$ cat src/rtl/uart_tx_fifo.sv
// uart_tx_fifo: transmit-side byte FIFO in front of a UART transmitter.
//
// CPU stores are pushed at up to one byte per clock into a circular buffer. A
// drain FSM (StIdle -> StSend -> StWait) launches one byte at a time into the
// UART using a single-cycle write strobe. It then waits for the UART busy flag
// to fall before launching the next byte.
//
// Ports:
//   clk, rst          single clock, synchronous active-high reset
//   cpu_wr_en/data    one-cycle push strobe and byte from the store decode
//   clr_overflow      one-cycle strobe clearing the sticky overflow flag
//   full/empty/level  occupancy, decoded from the entry counter
//   overflow          sticky, set when a push is dropped on a full FIFO
//   idle              FIFO empty, FSM idle and UART not busy (flush complete)
//   uart_write_en     registered one-cycle launch strobe to the UART
//   uart_write_data   registered byte for the UART, held between strobes
//   uart_tx_busy      UART busy flag, rises the cycle after an accepted strobe
module uart_tx_fifo #(
    parameter int unsigned DEPTH = 16,
    parameter int unsigned LVL_W = $clog2(DEPTH) + 1
) (
    input  logic             clk,
    input  logic             rst,
    input  logic             cpu_wr_en,
    input  logic [7:0]       cpu_wr_data,
    input  logic             clr_overflow,
    output logic             full,
    output logic             empty,
    output logic [LVL_W-1:0] level,
    output logic             overflow,
    output logic             idle,
    output logic             uart_write_en,
    output logic [7:0]       uart_write_data,
    input  logic             uart_tx_busy
);

    localparam int unsigned PTR_W = $clog2(DEPTH);

    typedef enum logic [1:0] {StIdle, StSend, StWait} state_e;

    state_e           state_q, state_d;
    logic [7:0]       mem_q [DEPTH];
    logic [PTR_W-1:0] head_q, tail_q;
    logic [LVL_W-1:0] count_q, count_d;
    logic             push, pop, drop;
    logic             wr_en_d;
    logic [7:0]       wr_data_d;
    logic             overflow_d;

    // Occupancy flags come from the registered counter only, so a pop in the
    // same cycle never rescues a push into a full FIFO.
    assign full  = (count_q == LVL_W'(DEPTH));
    assign empty = (count_q == '0);
    assign level = count_q;
    assign idle  = empty && (state_q == StIdle) && !uart_tx_busy;

    assign push = cpu_wr_en && !full;
    assign drop = cpu_wr_en && full;

    // State register
    always_ff @(posedge clk) begin
        if (rst) begin
            state_q <= StIdle;
        end else begin
            state_q <= state_d;
        end
    end

    // Next-state logic
    always_comb begin
        state_d = state_q;
        case (state_q)
            StIdle:  if (!empty && !uart_tx_busy) state_d = StSend;
            StSend:  state_d = StWait;
            // A rejected strobe never raises busy, so this exits after one cycle.
            StWait:  if (!uart_tx_busy) state_d = StIdle;
            default: state_d = StIdle;
        endcase
    end

    // Output / datapath decode: the launch is registered, so the pop happens on
    // the same edge that raises the strobe.
    always_comb begin
        pop        = (state_q == StIdle) && !empty && !uart_tx_busy;
        wr_en_d    = pop;
        wr_data_d  = pop ? mem_q[tail_q] : uart_write_data;
        count_d    = count_q;
        case ({push, pop})
            2'b10:   count_d = count_q + LVL_W'(1);
            2'b01:   count_d = count_q - LVL_W'(1);
            default: count_d = count_q;
        endcase
        // A dropped push wins over a clear in the same cycle.
        if (drop) begin
            overflow_d = 1'b1;
        end else if (clr_overflow) begin
            overflow_d = 1'b0;
        end else begin
            overflow_d = overflow;
        end
    end

    always_ff @(posedge clk) begin
        if (rst) begin
            head_q          <= '0;
            tail_q          <= '0;
            count_q         <= '0;
            overflow        <= 1'b0;
            uart_write_en   <= 1'b0;
            uart_write_data <= 8'h00;
        end else begin
            if (push) head_q <= head_q + PTR_W'(1);
            if (pop)  tail_q <= tail_q + PTR_W'(1);
            count_q         <= count_d;
            overflow        <= overflow_d;
            uart_write_en   <= wr_en_d;
            uart_write_data <= wr_data_d;
        end
    end

    // Storage is deliberately not reset.
    always_ff @(posedge clk) begin
        if (push) mem_q[head_q] <= cpu_wr_data;
    end

endmodule

$ cat config.mk
export PLATFORM = sky130hd
export DESIGN_NAME = uart_tx_fifo
export DESIGN_NICKNAME = d
export VERILOG_FILES = /design/src/rtl/uart_tx_fifo.sv
export SDC_FILE = /design/constraint.sdc
export NUM_CORES = 1
export LEC_CHECK = 0
export ABC_CLOCK_PERIOD_IN_PS = 7100
export BUFFER_PORTS_ARGS = -buffer_cell sky130_fd_sc_hd__buf_2
export CAP_MARGIN = 10
export CORE_ASPECT_RATIO = 1.5
export CORE_UTILIZATION = 55
export CTS_CLUSTER_DIAMETER = 40
export CTS_CLUSTER_SIZE = 24
export DETAILED_ROUTE_END_ITERATION = 8
export HOLD_SLACK_MARGIN = 0.02
export PLACE_DENSITY = 0.73
export SYNTH_ARGS = -nofsm -noshare
export SYNTH_HDL_FRONTEND = slang
export SYNTH_SLANG_ARGS = --single-unit
$ cat constraint.sdc
create_clock -name clk -period 7.1 [get_ports clk]
set_input_delay 0.71 -clock clk [delete_from_list [all_inputs] [get_ports clk]]
set_output_delay 0.71 -clock clk [all_outputs]
set_load 0.01 [all_outputs]
* Word level (Yosys, flattened, before mapping) *
Memories as Yosys holds them, arrays and structs flattened. A register that Yosys moved wholly into a read port is not among the register bits.
Index checks and enable logic that the tools add are counted.

word-level totals
  flip-flop bits (word level) = 17
  input bits = 13
  memory bits (writable) = 128
  output and inout bits = 18
  logic and storage cells = 41
  memories = 1

cells by class
  add/sub/neg operators = 4
  multiplexer cells = 8
  eq/ne operators = 7
  reduce and logical (&&, ||, !) cells = 15

memory list
  memory  depth  bits a word  read ports  clocked after Yosys merged registers in  wr ports  line  source
  mem_q   16     8            1           1                                        1         42    logic [7:0] mem_q [DEPTH];

operators by type and width
  cell                 number
  $pmux 5 s2           1
  $add 4x1->4 const B  2
  $logic_and 1x1->1    7
  $pmux 2 s3           1
  $add 5x1->5 const B  1
  $eq 5x5->1 const B   1
  $logic_not 5->1      1
  $sub 5x1->5 const B  1
  $eq 2x1->1 const B   2
  $eq 2x2->1 const B   2
  $mux 1               4
  $mux 2               2
  $ne 2x2->1 const B   2
  $reduce_bool 2->1    2
  $logic_not 1->1      3
  $logic_not 2->1      1
  $reduce_and 2->1     1

* Longest topological paths before layout *
  depth after elaboration = 6
  mapped depth = 11
  depth with buffers taken out = 11

* Worst setup path after synthesis *
OpenSTA, ideal clock, no wires.

  path kind = input port to flip-flop
  start point = input port uart_tx_busy
  end point = register count_q[4] (netlist: level[4])
  path buffers = 1
  data required time = 6.979 ns
  setup time = 0.121 ns
  setup slack = 4.012 ns
  stages on the path = 10
  arrival time = 2.967 ns
  cells stage by stage = a2111oi_4 -> buf_2 -> ha_1 -> inv_1 -> fa_1 -> nor2b_1 -> o21ai_0 -> nand3_1 -> or3b_1 -> mux2_2

between the ends
  word-level cells in the longest chain between the ends = 4
  elaborated cells on any way between the ends = 6
  those cells by class = eq/ne (2); mux (1); reduce/logical (3)

ends and longest elaborated chain
  item                                             line  source
  start, declared                                  34    input logic uart_tx_busy
  $logic_not 1->1 (*)                              84    pop = (state_q == StIdle) && !empty && !uart_tx_busy;
  $logic_and 1x1->1 (*)                            84
  via pop                                          45    logic push, pop, drop;
  $eq 2x1->1 or $eq 2x2->1 (tied branches)         88    case ({push, pop})
  $pmux 5 s2 or $reduce_bool 2->1 (tied branches)  n/a
  end signal, assigned                             114   count_q <= count_d;
  end, declared                                    44    logic [LVL_W-1:0] count_q, count_d;

The timed path passes the listed nets; every way through them passes the cells marked *.
A chain may end at the register's enable or synchronous reset.

* Worst setup path after layout *
  start point = register count_q[0] (netlist: level[0])
  end point = register count_q[4] (netlist: level[4])

between the ends
  word-level cells in the longest chain between the ends = 6
  elaborated cells on any way between the ends = 13
  those cells by class = add/sub (2); eq/ne (3); mux (1); reduce/logical (7)

ends and longest elaborated chain
  item                                             line  source
  $logic_not 5->1                                  53    assign empty = (count_q == '0);
  $logic_not 1->1                                  84
  $logic_and 1x1->1 (2 in a row)                   84
  $eq 2x1->1 or $eq 2x2->1 (tied branches)         88
  $pmux 5 s2 or $reduce_bool 2->1 (tied branches)  n/a

Several ways; a longest one is shown, not always the timed one.

==> results.sh <==
export IMPL_rsz0062_at_grt="false"
export IMPL_yosysWarnings=0
export IMPL_numCtsBuffers=17
export IMPL_cts_tree="built"
export IMPL_p_leak_nw=2.29
export IMPL_drive_gt1_share_pct=15.6
export IMPL_n_antenna_cell=0
export IMPL_min_from="uart_write_data[5]"
export IMPL_gp_congestion=0.777
export IMPL_max_freq_mhz=319
export IMPL_hold_buffers=0
export IMPL_maxSlewViolCount=0
export IMPL_fin_crit_ps=3130
export IMPL_crit_path_cell_trace="nor4_4 > a2111oi_4 > buf_4 > ha_1 > inv_1 > fa_1 > nor2b_1 > o21ai_0 > nand3_1 > or3b_1 > mux2_2"
export IMPL_crit_buf_inv=2
export IMPL_clkLatencyLatePin_ps=410
export IMPL_slew_headroom_pct=25.3
export IMPL_ys_ff_latch=153
export IMPL_dp_slack_ps=3780
export IMPL_syn_area_sq_um=6130
export IMPL_finalCritPeriodShare_pct=44.1
export IMPL_r2r_start="level[0]"
export IMPL_drt_iter0_drc=205
export IMPL_cp_top_family="simple AND/OR/NAND/NOR gates"
export IMPL_drtAntennaViolNets=0
export IMPL_core_sq_um=10700
export IMPL_hold_depth=2
export IMPL_h_tree_depth=4
export IMPL_num_vias=3395
export IMPL_synthSimpleGateAreaFrac_pct=6.86
export IMPL_clkTransAtPathRegs_ps=60
export IMPL_routed_wl_microns=11900
export IMPL_io_buffers=30
export IMPL_first_pass_iters=4
export IMPL_start_util_pct=57.3
export IMPL_synthMuxAreaShare_pct=11.0
export IMPL_worst_setup_path_end_kind="flip-flop"
export IMPL_fin_skew_ps=8.45
export IMPL_io_pins=31
export IMPL_post_cts_setup_buffers=0
export IMPL_cp_slowest_cell="dfxtp_1"
export IMPL_cap_violations=0
export IMPL_outcome="finished clean"
export IMPL_ys_top_cells_by_area="edfxtp_1 (63%), mux2i_1 (11%), dfxtp_1 (8.2%)"
export IMPL_synth_top_area_share_pct=62.7
export IMPL_r2r_end="level[4]"
export IMPL_clock_sinks=153
export IMPL_tightest_slew_ps=1120
export IMPL_synthCells=401
export IMPL_r2r_slack_ps=3970
export IMPL_vdd_drop_max_mv=0.187
export IMPL_antenna_found_initial=0
export IMPL_grt_max_degree=67
export IMPL_synthArstFlopShare_pct=0
export IMPL_synth_compound_area_share_pct=5.65
export IMPL_cts_resized=0
export IMPL_synth_xor_area_share_pct=1.14
export IMPL_cts_max_path_buffers=2
export IMPL_grt_overflow=0
export IMPL_finalSetupTns_ps=0
export IMPL_synth_edf_count=128
export IMPL_fillerInstances=786
export IMPL_min_delay_worst_endpoint="uart_write_data[5]"
export IMPL_syn2layout_area_growth_pct=14.6
export IMPL_start_kind="flip-flop"
export IMPL_yosysTopAreaCell="edfxtp_1"
export IMPL_finalHoldViolCount=0
export IMPL_fp_dieW_microns=88.2
export IMPL_slowest_delay_ps=460
export IMPL_clock_root_buffer="clkbuf_16"
export IMPL_ys_seq_area_share_pct=70.9
export IMPL_reg2regPathDepth=11
export IMPL_syn_nets=424
export IMPL_synth_top_family_by_area="multiplexers"
export IMPL_avgSynthCellArea_sq_um=15.3
export IMPL_grt_pass1_vias=3449
export IMPL_synth_most_common_cell="edfxtp_1"
export IMPL_worst_slack_ps=3970
export IMPL_via_per_inst=5.73
export IMPL_crit_fanout=23
export IMPL_synthAdderAreaFrac_pct=2.16
export IMPL_critPathRequiredTime_ps=7400
export IMPL_wl_per_cell_microns=20.1
export IMPL_powerDensity_nw_per_um2=349
export IMPL_grt_pass1_wl_microns=17800
export IMPL_fin_nets=458
export IMPL_post_route_drc_count=0
export IMPL_rows=46
export IMPL_die_area_sq_um=11600
export IMPL_grt_usage_pct=22.1
export IMPL_crit_arrival_ps=3430
export IMPL_dpl_hpwl_microns=7670
export IMPL_fp_dieH_microns=131
export IMPL_critPathKind="flip-flop to flip-flop"
export IMPL_final_core_util_pct=65.6
export IMPL_synthTopCellsByCount="edfxtp_1 (128), mux2i_1 (66), nor2_1 (39), o22ai_1 (32), dfxtp_1 (25)"
export IMPL_hold_path_class="flip-flop to flip-flop"
export IMPL_setup_viol=0
export IMPL_ys_types=34
export IMPL_ys_flop_type="edfxtp_1"
[logic make-up (layout without fill, tap and decap cells)]
| logic type | after synthesis | after routing |
|---|---|---|
| xor gates and xnor gates | 8 | 8 |
| and+or+nand+nor | 83 | 83 |
| DFF | 153 | 153 |
| buffers and inverters | 29 | 76 |
| adders and majority gates | 10 | 10 |
| AOI/OAI and AO/OA | 51 | 51 |
| muxes | 67 | 67 |
[worst max path at each step]
stage | from | to | depth (start not counted)
after CTS | level[0] | level[4] | 11
after global placement | uart_tx_busy | level[4] | 11
after floorplan | uart_tx_busy | level[4] | 10
after global routing | level[0] | level[4] | 11
after detailed placement | uart_tx_busy | level[4] | 11
final | level[0] | level[4] | 11
[power by group]
part | switching (W) | total, W | internal (W) | leakage, nW
sequential | 0.0000516 | 0.00109 | 0.00104 | 1.36
clock | 0.000330 | 0.000939 | 0.000609 | 0.305
combinational | 0.000250 | 0.000425 | 0.000175 | 0.621
total | 0.000632 | 0.00245 | 0.00182 | 2.29
[routing by layer]
metal  wire length [microns]  GRT usage, %
met5                       0             0
met4                     333          10.8
met3                     664          6.16
met2                    6470          38.4
met1                    4400          24.0
[state kept, by name (all words and copies together) (netlist names)]
name,cells
level,5
mem_q,128
state_q,2
uart_write_en,1
overflow,1
uart_write_data,8
head_q,4
tail_q,4
[cell usage in the layout, fill, tap and decap left out, types with 3 or more instances in the layout]
cell	netlist	routed
edfxtp_1	128	128
mux2i_1	66	66
nor2_1	39	39
o22ai_1	32	32
buf_2	7	30
dfxtp_1	25	24
clkbuf_16	0	17
ha_1	9	9
inv_1	8	8
nand2_1	8	8
nor4_1	8	8
a211oi_1	8	8
a21oi_1	7	7
buf_4	5	6
nor3_1	5	5
nor2b_1	5	5
xor2_1	5	5
nand3b_1	4	4
bufinv_16	0	4
nand2b_1	3	3
xnor2_1	3	3
clkbuf_1	8	3
[cell type report]
class                           count  area, sq um  area share [%]
Tap cell                          144          180            2.57
Clock inverter                     10          164            2.33
Multi-Input combinational cell    219         1640            23.4
Inverter                            8         30.0           0.428
Clock buffer                       22          464            6.61
Timing Repair Buffer               36          195            2.78
Sequential cell                   153         4350            61.9
[metrics by stage]
stage	hold slack [ps]	cells	total power, W	cell area, sq um
after detailed placement	493	560	0.00153	6390
after CTS	501	592	0.00247	7020
after floorplan	501	401	0.00139	6130
final	499	592	0.00245	7020
after global routing	518	592	0.00255	7020
after global placement	490	560	0.00152	6390
[worst register-to-register path, delay by kind of cell (launching register included)]
family | cells | cell delay (ps)
AOI/OAI and AO/OA | 2 | 470
and+or+nand+nor | 4 | 740
buffers and inverters | 2 | 400
adders and majority gates | 2 | 670
DFF | 1 | 460
muxes | 1 | 270
Power figures use the tool's default switching activity.
